<file path="config.mk">
export PLATFORM = sky130hd
export DESIGN_NAME = cond_unit
export DESIGN_NICKNAME = d
export VERILOG_FILES = /design/src/rtl/cond_unit.sv
export SDC_FILE = /design/constraint.sdc
export NUM_CORES = 1
export LEC_CHECK = 0
export CAP_MARGIN = 20
export CORE_UTILIZATION = 45
export CTS_BUF_LIST = sky130_fd_sc_hd__clkbuf_4 sky130_fd_sc_hd__clkbuf_8 sky130_fd_sc_hd__clkbuf_16
export CTS_CLUSTER_DIAMETER = 40
export CTS_CLUSTER_SIZE = 10
export DETAILED_ROUTE_END_ITERATION = 10
export MAX_ROUTING_LAYER = met4
export PLACE_DENSITY = 0.75
export SYNTH_ARGS = -nofsm -noshare
export SYNTH_HDL_FRONTEND = slang
export SYNTH_SLANG_ARGS = --single-unit
export TNS_END_PERCENT = 10
</file>
<file path="constraint.sdc">
create_clock -name clk -period 2.4 [get_ports clk]
set_clock_uncertainty 0.1 [all_clocks]
set_input_delay 0.36 -clock clk [delete_from_list [all_inputs] [get_ports clk]]
set_output_delay 0.36 -clock clk [all_outputs]
set_load 0.02 [all_outputs]
</file>
<file path="src/rtl/cond_unit.sv">
// cond_unit: ARM condition evaluation, flag register and FPU stall/commit/timeout control.
module cond_unit #(
    parameter int TIMEOUT = 255
) (
    input  logic       clk,
    input  logic       reset,
    input  logic [3:0] Cond,
    input  logic [3:0] ALUFlags,
    input  logic [1:0] FPUFlags,
    input  logic [1:0] FlagW,
    input  logic [1:0] FPUFlagW,
    input  logic       PCS,
    input  logic       RegW,
    input  logic       MemW,
    input  logic       ResSrc,
    input  logic       fpu_done,
    output logic       PCSrc,
    output logic       RegWrite,
    output logic       MemWrite,
    output logic       fpu_start,
    output logic       Stall,
    output logic [3:0] Flags,
    output logic       fpu_err
);
    typedef enum logic {IDLE, FPU_WAIT} state_t;
    localparam logic [7:0] TMAX = 8'(TIMEOUT);
    state_t state;
    logic [7:0] cnt;
    logic cond_ex, n, z, c, v, wait_st, commit, abort, issue, alu;
    assign {n, z, c, v} = Flags;
    always_comb begin
        cond_ex = 1'b0;
        case (Cond)
            4'b0000: cond_ex = z;
            4'b0001: cond_ex = !z;
            4'b0010: cond_ex = c;
            4'b0011: cond_ex = !c;
            4'b0100: cond_ex = n;
            4'b0101: cond_ex = !n;
            4'b0110: cond_ex = v;
            4'b0111: cond_ex = !v;
            4'b1000: cond_ex = c & !z;
            4'b1001: cond_ex = !c | z;
            4'b1010: cond_ex = n == v;
            4'b1011: cond_ex = n != v;
            4'b1100: cond_ex = !z & (n == v);
            4'b1101: cond_ex = z | (n != v);
            4'b1110: cond_ex = 1'b1;
            default: cond_ex = 1'b0;
        endcase
    end
    assign wait_st = state == FPU_WAIT;
    assign commit  = wait_st & fpu_done;
    assign abort   = wait_st & !fpu_done & (cnt == TMAX);
    assign issue   = !wait_st & ResSrc & cond_ex;
    assign alu     = !wait_st & !ResSrc & cond_ex;
    // outputs are gated by reset so an asserted reset kills any in-flight commit immediately
    assign PCSrc     = reset & (alu | commit) & PCS;
    assign RegWrite  = reset & (alu | commit) & RegW;
    assign MemWrite  = reset & alu & MemW;
    assign fpu_start = reset & issue;
    assign Stall     = reset & (issue | (wait_st & !fpu_done & !abort));
    always_ff @(posedge clk or negedge reset) begin
        if (!reset) begin
            state   <= IDLE;
            Flags   <= 4'b0000;
            cnt     <= 8'd0;
            fpu_err <= 1'b0;
        end else begin
            if (alu && FlagW[1]) Flags[3:2] <= ALUFlags[3:2];
            if (alu && FlagW[0]) Flags[1:0] <= ALUFlags[1:0];
            if (commit && FPUFlagW[1]) Flags[3:2] <= FPUFlags;
            if (abort) fpu_err <= 1'b1;
            if (issue) cnt <= 8'd0;
            else if (wait_st) cnt <= (cnt == TMAX) ? cnt : cnt + 8'd1;
            state <= issue ? FPU_WAIT : (commit || abort) ? IDLE : state;
        end
    end
endmodule

</file>
=== Word-level counts from Yosys, hierarchy flattened ===
Cells that the tools add are included.
W data, S select, Z words.

* Output and inout bits: 10
* Register bits after elaboration: 14
* Word-level logic and storage cells: 70

* Mux-type cells: 8
* Reductions and logical operators: 17
* Bitwise gates (word level): 21
* Equal/unequal tests: 18
* Add/subtract/negate cells: 1

{| class="wikitable"
|+ Operators with widths
! kind !! count
|-
| $eq A4 B4 Y1 const B || 7
|-
| $mux W8 || 3
|-
| $and A1 B1 Y1 || 17
|-
| $eq A4 B3 Y1 const B || 4
|-
| $pmux W1 S15 || 1
|-
| $add A8 B1 Y8 const B || 1
|-
| $eq A4 B2 Y1 const B || 2
|-
| $eq A8 B8 Y1 const B || 1
|-
| $logic_not A1 Y1 || 8
|-
| $reduce_bool A2 Y1 || 3
|-
| $eq A4 B1 Y1 const B || 1
|-
| $logic_not A4 Y1 || 1
|-
| $mux W2 || 2
|-
| $or A1 B1 Y1 || 4
|-
| $logic_and A1 B1 Y1 || 3
|-
| $mux W1 || 2
|-
| $ne A2 B2 Y1 const B || 1
|-
| $reduce_and A2 Y1 || 1
|-
| $eq A1 B1 Y1 || 1
|-
| $logic_or A1 B1 Y1 || 1
|-
| $ne A1 B1 Y1 || 1
|}

=== Longest topological paths before layout ===
Gate-level depths: netlist of the first run.

* Word-level depth: 7
* Depth in mapped cells: 8

=== Least setup slack after synthesis of the first run ===
Ideal clock, no wire load.

* Kind: reg-to-output
* Start: reg Flags[2]
* End: out Stall
* Arrival time: 1.922 ns
* Path buffers: 1
* Path slack: 0.018 ns
* Cell stages (with the launch flop): 8
* Cells stage by stage: dfrtp_1 -> and4bb_2 -> mux2i_1 -> a311o_2 -> nand4_4 -> nand3b_1 -> buf_2 -> a21oi_1

* Word-level cells in the longest chain between the ends: 6
* Elaborated cells between the ends (all ways): 9

{| class="wikitable"
|+ Ends and longest elaborated chain
! element !! RTL line !! RTL
|-
| start, declared || 22 || <nowiki>output logic [3:0] Flags,</nowiki>
|-
| start signal, assigned || 70 || <nowiki>if (alu && FlagW[1]) Flags[3:2] <= ALUFlags[3:2];</nowiki>
|-
| start signal, assigned || 72 || <nowiki>if (commit && FPUFlagW[1]) Flags[3:2] <= FPUFlags;</nowiki>
|-
| $logic_not A1 Y1 || 35, 42, 46 ||
|-
| $and A1 B1 Y1, on equally long branches || 46, 42 ||
|-
| $pmux W1 S15 * || 33 || <nowiki>case (Cond)</nowiki>
|-
| $and A1 B1 Y1 * || 55 || <nowiki>assign issue = !wait_st & ResSrc & cond_ex;</nowiki>
|-
| $or A1 B1 Y1 * || 62 || <nowiki>assign Stall = reset & (issue | (wait_st & !fpu_done & !abort));</nowiki>
|-
| $and A1 B1 Y1 * || 62 ||
|-
| end, declared || 21 || <nowiki>output logic Stall,</nowiki>
|}

Every way passes the cells marked *; elsewhere a longest branch is shown, timed or not.

=== Final worst setup path of the first run ===
* Start: in Cond[2]
* End: out RegWrite

* Word-level cells in the longest chain between the ends: 6
* Elaborated cells between the ends (all ways): 20

{| class="wikitable"
|+ Ends and longest elaborated chain
! element !! RTL line !! RTL
|-
| start, declared || 7 || <nowiki>input logic [3:0] Cond,</nowiki>
|-
| $eq A4 B4 Y1 (tied with other cells) || 33 ||
|-
| $pmux W1 S15 * || 33 ||
|-
| $and A1 B1 Y1 * || 56 || <nowiki>assign alu = !wait_st & !ResSrc & cond_ex;</nowiki>
|-
| $or A1 B1 Y1 * || 59 || <nowiki>assign RegWrite = reset & (alu | commit) & RegW;</nowiki>
|-
| $and A1 B1 Y1 * (2 in a row) || 59 ||
|-
| end, declared || 18 || <nowiki>output logic RegWrite,</nowiki>
|}

Marks and branches as above.

==> metrics.txt, run 1 <==
drt pass-1 iters=4; Period minus WS final=2440 ps; Clock Sinks=14; final hold vios=0; number of port buffers=29; Overflow after GRT=0; antenna-violating nets left=0; Syn Area/Cell=9.244 um^2; HPWL after DPL=1788 um; Layout Area Growth over Synthesis=48.09%; CTS max path bufs=2; cts hold-fix bufs=0; fin nets=170; max-cap violation count=0; H-tree depth=1; worst reg-to-reg path cell count=7; Die Y-Extent=48 um; top cell family by delay on the critical path=compound AO/OA/AOI/OAI gates; crit path launch type=input port; LEAKAGE=0.6624 nW; fillers=158; peak fanout along the critical path=5; Fin Hold WS=369.9 ps; Antenna Cells=0; Netlist cell types=37; Overall Power=1.160 mW; maximum VDD drop=0.0005473 V; nature of the critical path endpoint=output pin; Gate Count Post-Synth=103; Slew Viols, Final=0; core area=1982 um^2; Final Cycle Share=101.7%; Critical-path top delay cell=a311o_2; crit-path cells=dlygate4sd2_1 -> buf_4 -> a21oi_1 -> o21ai_0 -> a311o_2 -> nand4_4 -> a22o_1 -> and3_1 -> buf_6; Total Routed Length=2282 um; DRC viols=0; failing checks=negative setup slack; R2R Setup Slk=370 ps; Crit path required time=1940 ps; Main synth FF type=dfrtp_1; Overall Global Routing Usage=22.87%; largest net degree at the start of global routing=11; CTS tree=done; Buf/Inv on CP=3; routed len/inst=13.11 um; syn_nets=125; slew at the pin closest to its max-slew limit=266.7 ps; FP Rows=16; vias per cell=5.287; antenna violations before repair=0; CTS clk-pin slew, worst paths=90 ps; crit path DAT=1980 ps; Synth warnings=0; Post-Syn Area=952.2 um^2; r2r startpoint=Flags[0]; number of buffers created by CTS=3; status=finished, violations left; postcts setup bufs=0; Initial Utilization=48.04%; Setup Viol. Count Final=3; die footprint=2304 um^2; Die Width=48 um; Vias=920; DRT iter0 DRCs=5; number of flops mapped to enable cells by yosys=0; Slew HR=82.14%; I/O pin cnt=31; worst skew pair latency=280 ps; Hold Crit Class=in2async; #FFs+latches synth=14; first-pass GRT wire length=3463 um; max frequency=409.8 MHz; RSZ-0062 raised after global routing=yes; Worst Slack Setup Final=-40.05 ps; FFs w/ async S/R, synth=100.0%; share of post-route cells with drive strength above 1=25.85%; RePlAce Congestion=0.9197; RR Endpoint=Flags[2]; max incr delay on CP=410 ps; critical path class=in2out; register area share after synthesis=36.79%; number of global-route vias before repair=821; CTS root buffer=clkbuf_4; P per Cell Area=822.9 nW/um^2
## cell usage in the layout (no fill, tap or decap), types with 7 or more instances in the layout
cell,count
buf_4,17
dfrtp_1,13
and2_1,9
nand2_1,9
nor2_1,7
clkdlybuf4s50_1,20
## per-layer routing
layer	track usage (%)	up-vias	routed length [um]
met5	-	-	0
met4	10.56	0	15
met2	34.59	16	1163
met3	3.774	2	56
met1	29.70	447	1046
li1	-	455	-
## sequential cells by signal, summed over array words and instances (netlist names)
signal,count
cnt,8
state,1
Flags,4
fpu_err,1
## logic make-up after synthesis
group / share of synthesized area [%]
flops: 36.79
simple gates: 32.85
mux: 4.468
xor+xnor: 8.278
buf+inv: 4.073
fa+ha+maj: 1.314
compound gates: 12.22
## area by class of cell
type | instances | area (um^2) | area share [%]
repair buffers | 45 | 404.1 | 28.66
multi-input cells | 82 | 576.8 | 40.91
flip-flops and latches | 14 | 351.6 | 24.93
well taps | 27 | 33.78 | 2.396
inverters | 2 | 7.507 | 0.5324
clock buffers | 4 | 36.28 | 2.573
## cell usage after synthesis, types with 2 or more instances
| cell type | number | area [um^2] |
|---|---|---|
| inv_1 | 2 | 7.510 |
| nand4_1 | 2 | 12.51 |
| buf_2 | 3 | 15.01 |
| nor3b_1 | 2 | 15.01 |
| o21ai_0 | 2 | 10.01 |
| nor3_1 | 2 | 10.01 |
| xnor2_1 | 4 | 35.03 |
| dfrtp_1 | 14 | 350.3 |
| mux2i_1 | 2 | 20.02 |
| mux2_2 | 2 | 22.52 |
| a21oi_1 | 4 | 20.02 |
| nand3b_1 | 4 | 30.03 |
| xor2_1 | 5 | 43.79 |
| and3_1 | 4 | 25.02 |
| nand3_1 | 4 | 20.02 |
| nor2_1 | 8 | 30.03 |
| nand2_1 | 9 | 33.78 |
| a221o_1 | 2 | 20.02 |
| o211ai_1 | 2 | 15.01 |
| and2_1 | 9 | 56.30 |
## timing repair
action | 4_1_cts | 5_1_grt
pin swaps | 5 | 2
setup endpoints to repair | 5 | 5
hold endpoints to repair | 0 | 0
gates resized for setup | 30 | 10
## how the worst max path moves through the flow
stage                     startpoint  endpoint  slack, ps  cells past startpoint
after detailed placement     Cond[0]  RegWrite       -690                      8
after floorplan             Flags[2]     Stall         20                      7
after CTS                   Flags[2]  RegWrite        -40                      7
after global routing         Cond[2]  RegWrite       -100                      9
final                        Cond[2]  RegWrite        -40                      9
after global placement       Cond[2]     PCSrc       -660                      8
## power breakdown
group / switching [mW] / leakage (nW) / internal [mW]
Sequential: 0.0741 / 0.183 / 0.298
Clock: 0.0774 / 0.0210 / 0.0922
Combinational: 0.272 / 0.458 / 0.347
Total: 0.424 / 0.662 / 0.737
## worst reg2reg max path, cell delays in order, from the launching register on
cell	delay, ps
dfrtp_1	430
buf_6	140
xor2_2	150
o211ai_1	270
nand4_4	140
buf_4	160
and3_1	180
a221o_1	340
## per-stage QoR
stage          cells  util [%]  setup slack, ps  area [um^2]  setup TNS [ps]
2_1_floorplan    103         -            18.48        952.2               0
3_3_place_gp     170     68.88           -660.0         1365           -3582
3_5_place_dp     170     68.88           -693.1         1365           -4074
4_1_cts          174     69.95           -40.66         1386          -106.5
5_1_grt          174     71.15           -103.7         1410          -386.7
6_report         174     71.15           -40.05         1410          -113.9
Power figures use the tool's default switching activity.
==> run 2: changes to the inputs <==
- clock period: 2.4 -> 2.3 ns (I/O delays scaled with it)
==> metrics.txt, run 2 (synthesis results as in run 1) <==
share of post-route cells with drive strength above 1=25.85%; Gate power share=53.5%; maximum VDD drop=0.0004849 V; Largest Register=cnt; antenna violations before repair=0; number of port buffers=29; antenna-violating nets left=0; drt pass-1 iters=4; number of buffers created by CTS=3; DRT iter0 DRCs=15; Place WS=-792.1 ps; H-tree depth=1; CTS clk-pin slew, worst paths=90 ps; Overall Power=1.204 mW; HPWL after DPL=1870 um; Overflow after GRT=0; first-pass GRT wire length=3670 um; Die Width=48 um; Final Cycle Share=104.5%; max incr delay on CP=400 ps; Layout Area Growth over Synthesis=48.36%; Initial Utilization=48.04%; max-cap violation count=0; most frequent cells in the layout=clkdlybuf4s50_1 (20), buf_4 (18), dfrtp_1 (14); nature of the critical path endpoint=output pin; FP Rows=16; Worst Slack Setup Final=-104.6 ps; core area=1982 um^2; Slew Viols, Final=0; Hold Crit Class=reg2reg; Net Sw Power=0.4411 mW; RSZ-0062 raised after global routing=yes; Vias=932; Die Y-Extent=48 um; Setup Viol. Count Final=5; vias per cell=5.356; CTS tree=done; P per Cell Area=852.4 nW/um^2; DRC viols=0; CTS max path bufs=2; Clock Sinks=14; Internal Power=0.7630 mW; sequential share of power=31.8%; sw frac=36.63%; cts hold-fix bufs=0; failing checks=negative setup slack; crit-path cells=and4bb_2 -> mux2i_1 -> a311o_2 -> nand4_4 -> a22o_1 -> and3_1 -> buf_6; clock group share of total power=14.7%; LEAKAGE=0.6622 nW; Critical-path top delay cell=dfrtp_1; slew at the pin closest to its max-slew limit=268.9 ps; Slew HR=82.00%; peak fanout along the critical path=4; RePlAce Congestion=0.7648; crit path DAT=1960 ps; final hold vios=0; Total Routed Length=2374 um; post-route setup TNS=-407.7 ps; Fin Hold WS=377.9 ps; fin area=1413 um^2; Crit path required time=1860 ps; Overall Global Routing Usage=24.24%; most common cell after layout, fill and taps aside=clkdlybuf4s50_1; Antenna Cells=0; number of flip-flops in the largest register=8; CTS root buffer=clkbuf_4; number of global-route vias before repair=881; worst skew pair latency=280 ps; postcts setup bufs=0; largest registers=cnt x8, Flags x4; routed len/inst=13.64 um; fin nets=170; status=finished, violations left; I/O pin cnt=31; critical path class=reg2out; die footprint=2304 um^2; max frequency=415.9 MHz; crit path launch type=flip-flop; placed inst area=1369 um^2; largest net degree at the start of global routing=15; Period minus WS final=2405 ps
-- run 2: routing by layer --
layer / vias up / share of wire [%] / track usage [%]
li1: 457 / - / -
met4: 0 / 1.2 / 12.78
met3: 4 / 2.9 / 4.151
met1: 455 / 43 / 27.38
met2: 16 / 53 / 40.54
met5: - / 0 / -
-- run 2: through the flow --
step,utilization [%],std cells
global route,71.28,174
detailed placement,69.07,170
floorplan,-,103
global placement,69.07,170
finish,71.28,174
CTS,70.71,174
-- run 2: layout make-up --
class | count | area (um^2)
inverter | 2 | 7.507
clock buffer | 4 | 36.28
fill | 164 | 569.3
multi-input combinational | 82 | 578.1
sequential | 14 | 350.3
timing repair buffer | 45 | 406.6
tap | 27 | 33.78
-- run 2: worst paths after layout --
kind                               start        to  slack [ps]  cells past startpoint
worst max register to register  Flags[2]  Flags[3]         250                      8
max in group asynchronous          reset    cnt[5]        1530                      2
worst min-delay path             fpu_err   fpu_err         380                      1
worst min register to register   fpu_err   fpu_err         380                      1
min in group asynchronous          reset     state         400                      2
worst max-delay path            Flags[2]     PCSrc        -100                      7
-- run 2: repair_timing --
| action | 4_1_cts | 5_1_grt |
|---|---|---|
| resized for setup | 35 | 3 |
| endpoints found under the setup margin | 7 | 5 |
| pin swaps | 5 | 2 |
-- run 2: worst max-delay path: cells and delay by family (launching register included) --
family,cells,cell delay [ps]
compound gates,2,530
buf+inv,1,120
flops,1,400
mux,1,70
simple gates,3,550
-- run 2: power by group through the flow --
stage               clock network, mW  logic [mW]  registers, mW
global placement                    0       0.625          0.381
detailed placement                  0       0.635          0.385
CTS                             0.183       0.641          0.380
floorplan                           0       0.306          0.417
finish                          0.177       0.644          0.383
global route                    0.194       0.698          0.390
==> run 3: changes to the inputs <==
- HOLD_SLACK_MARGIN: not set -> 0.08
==> results of run 3 <==
Final layout, timing and power as in run 2 (identical DEF).
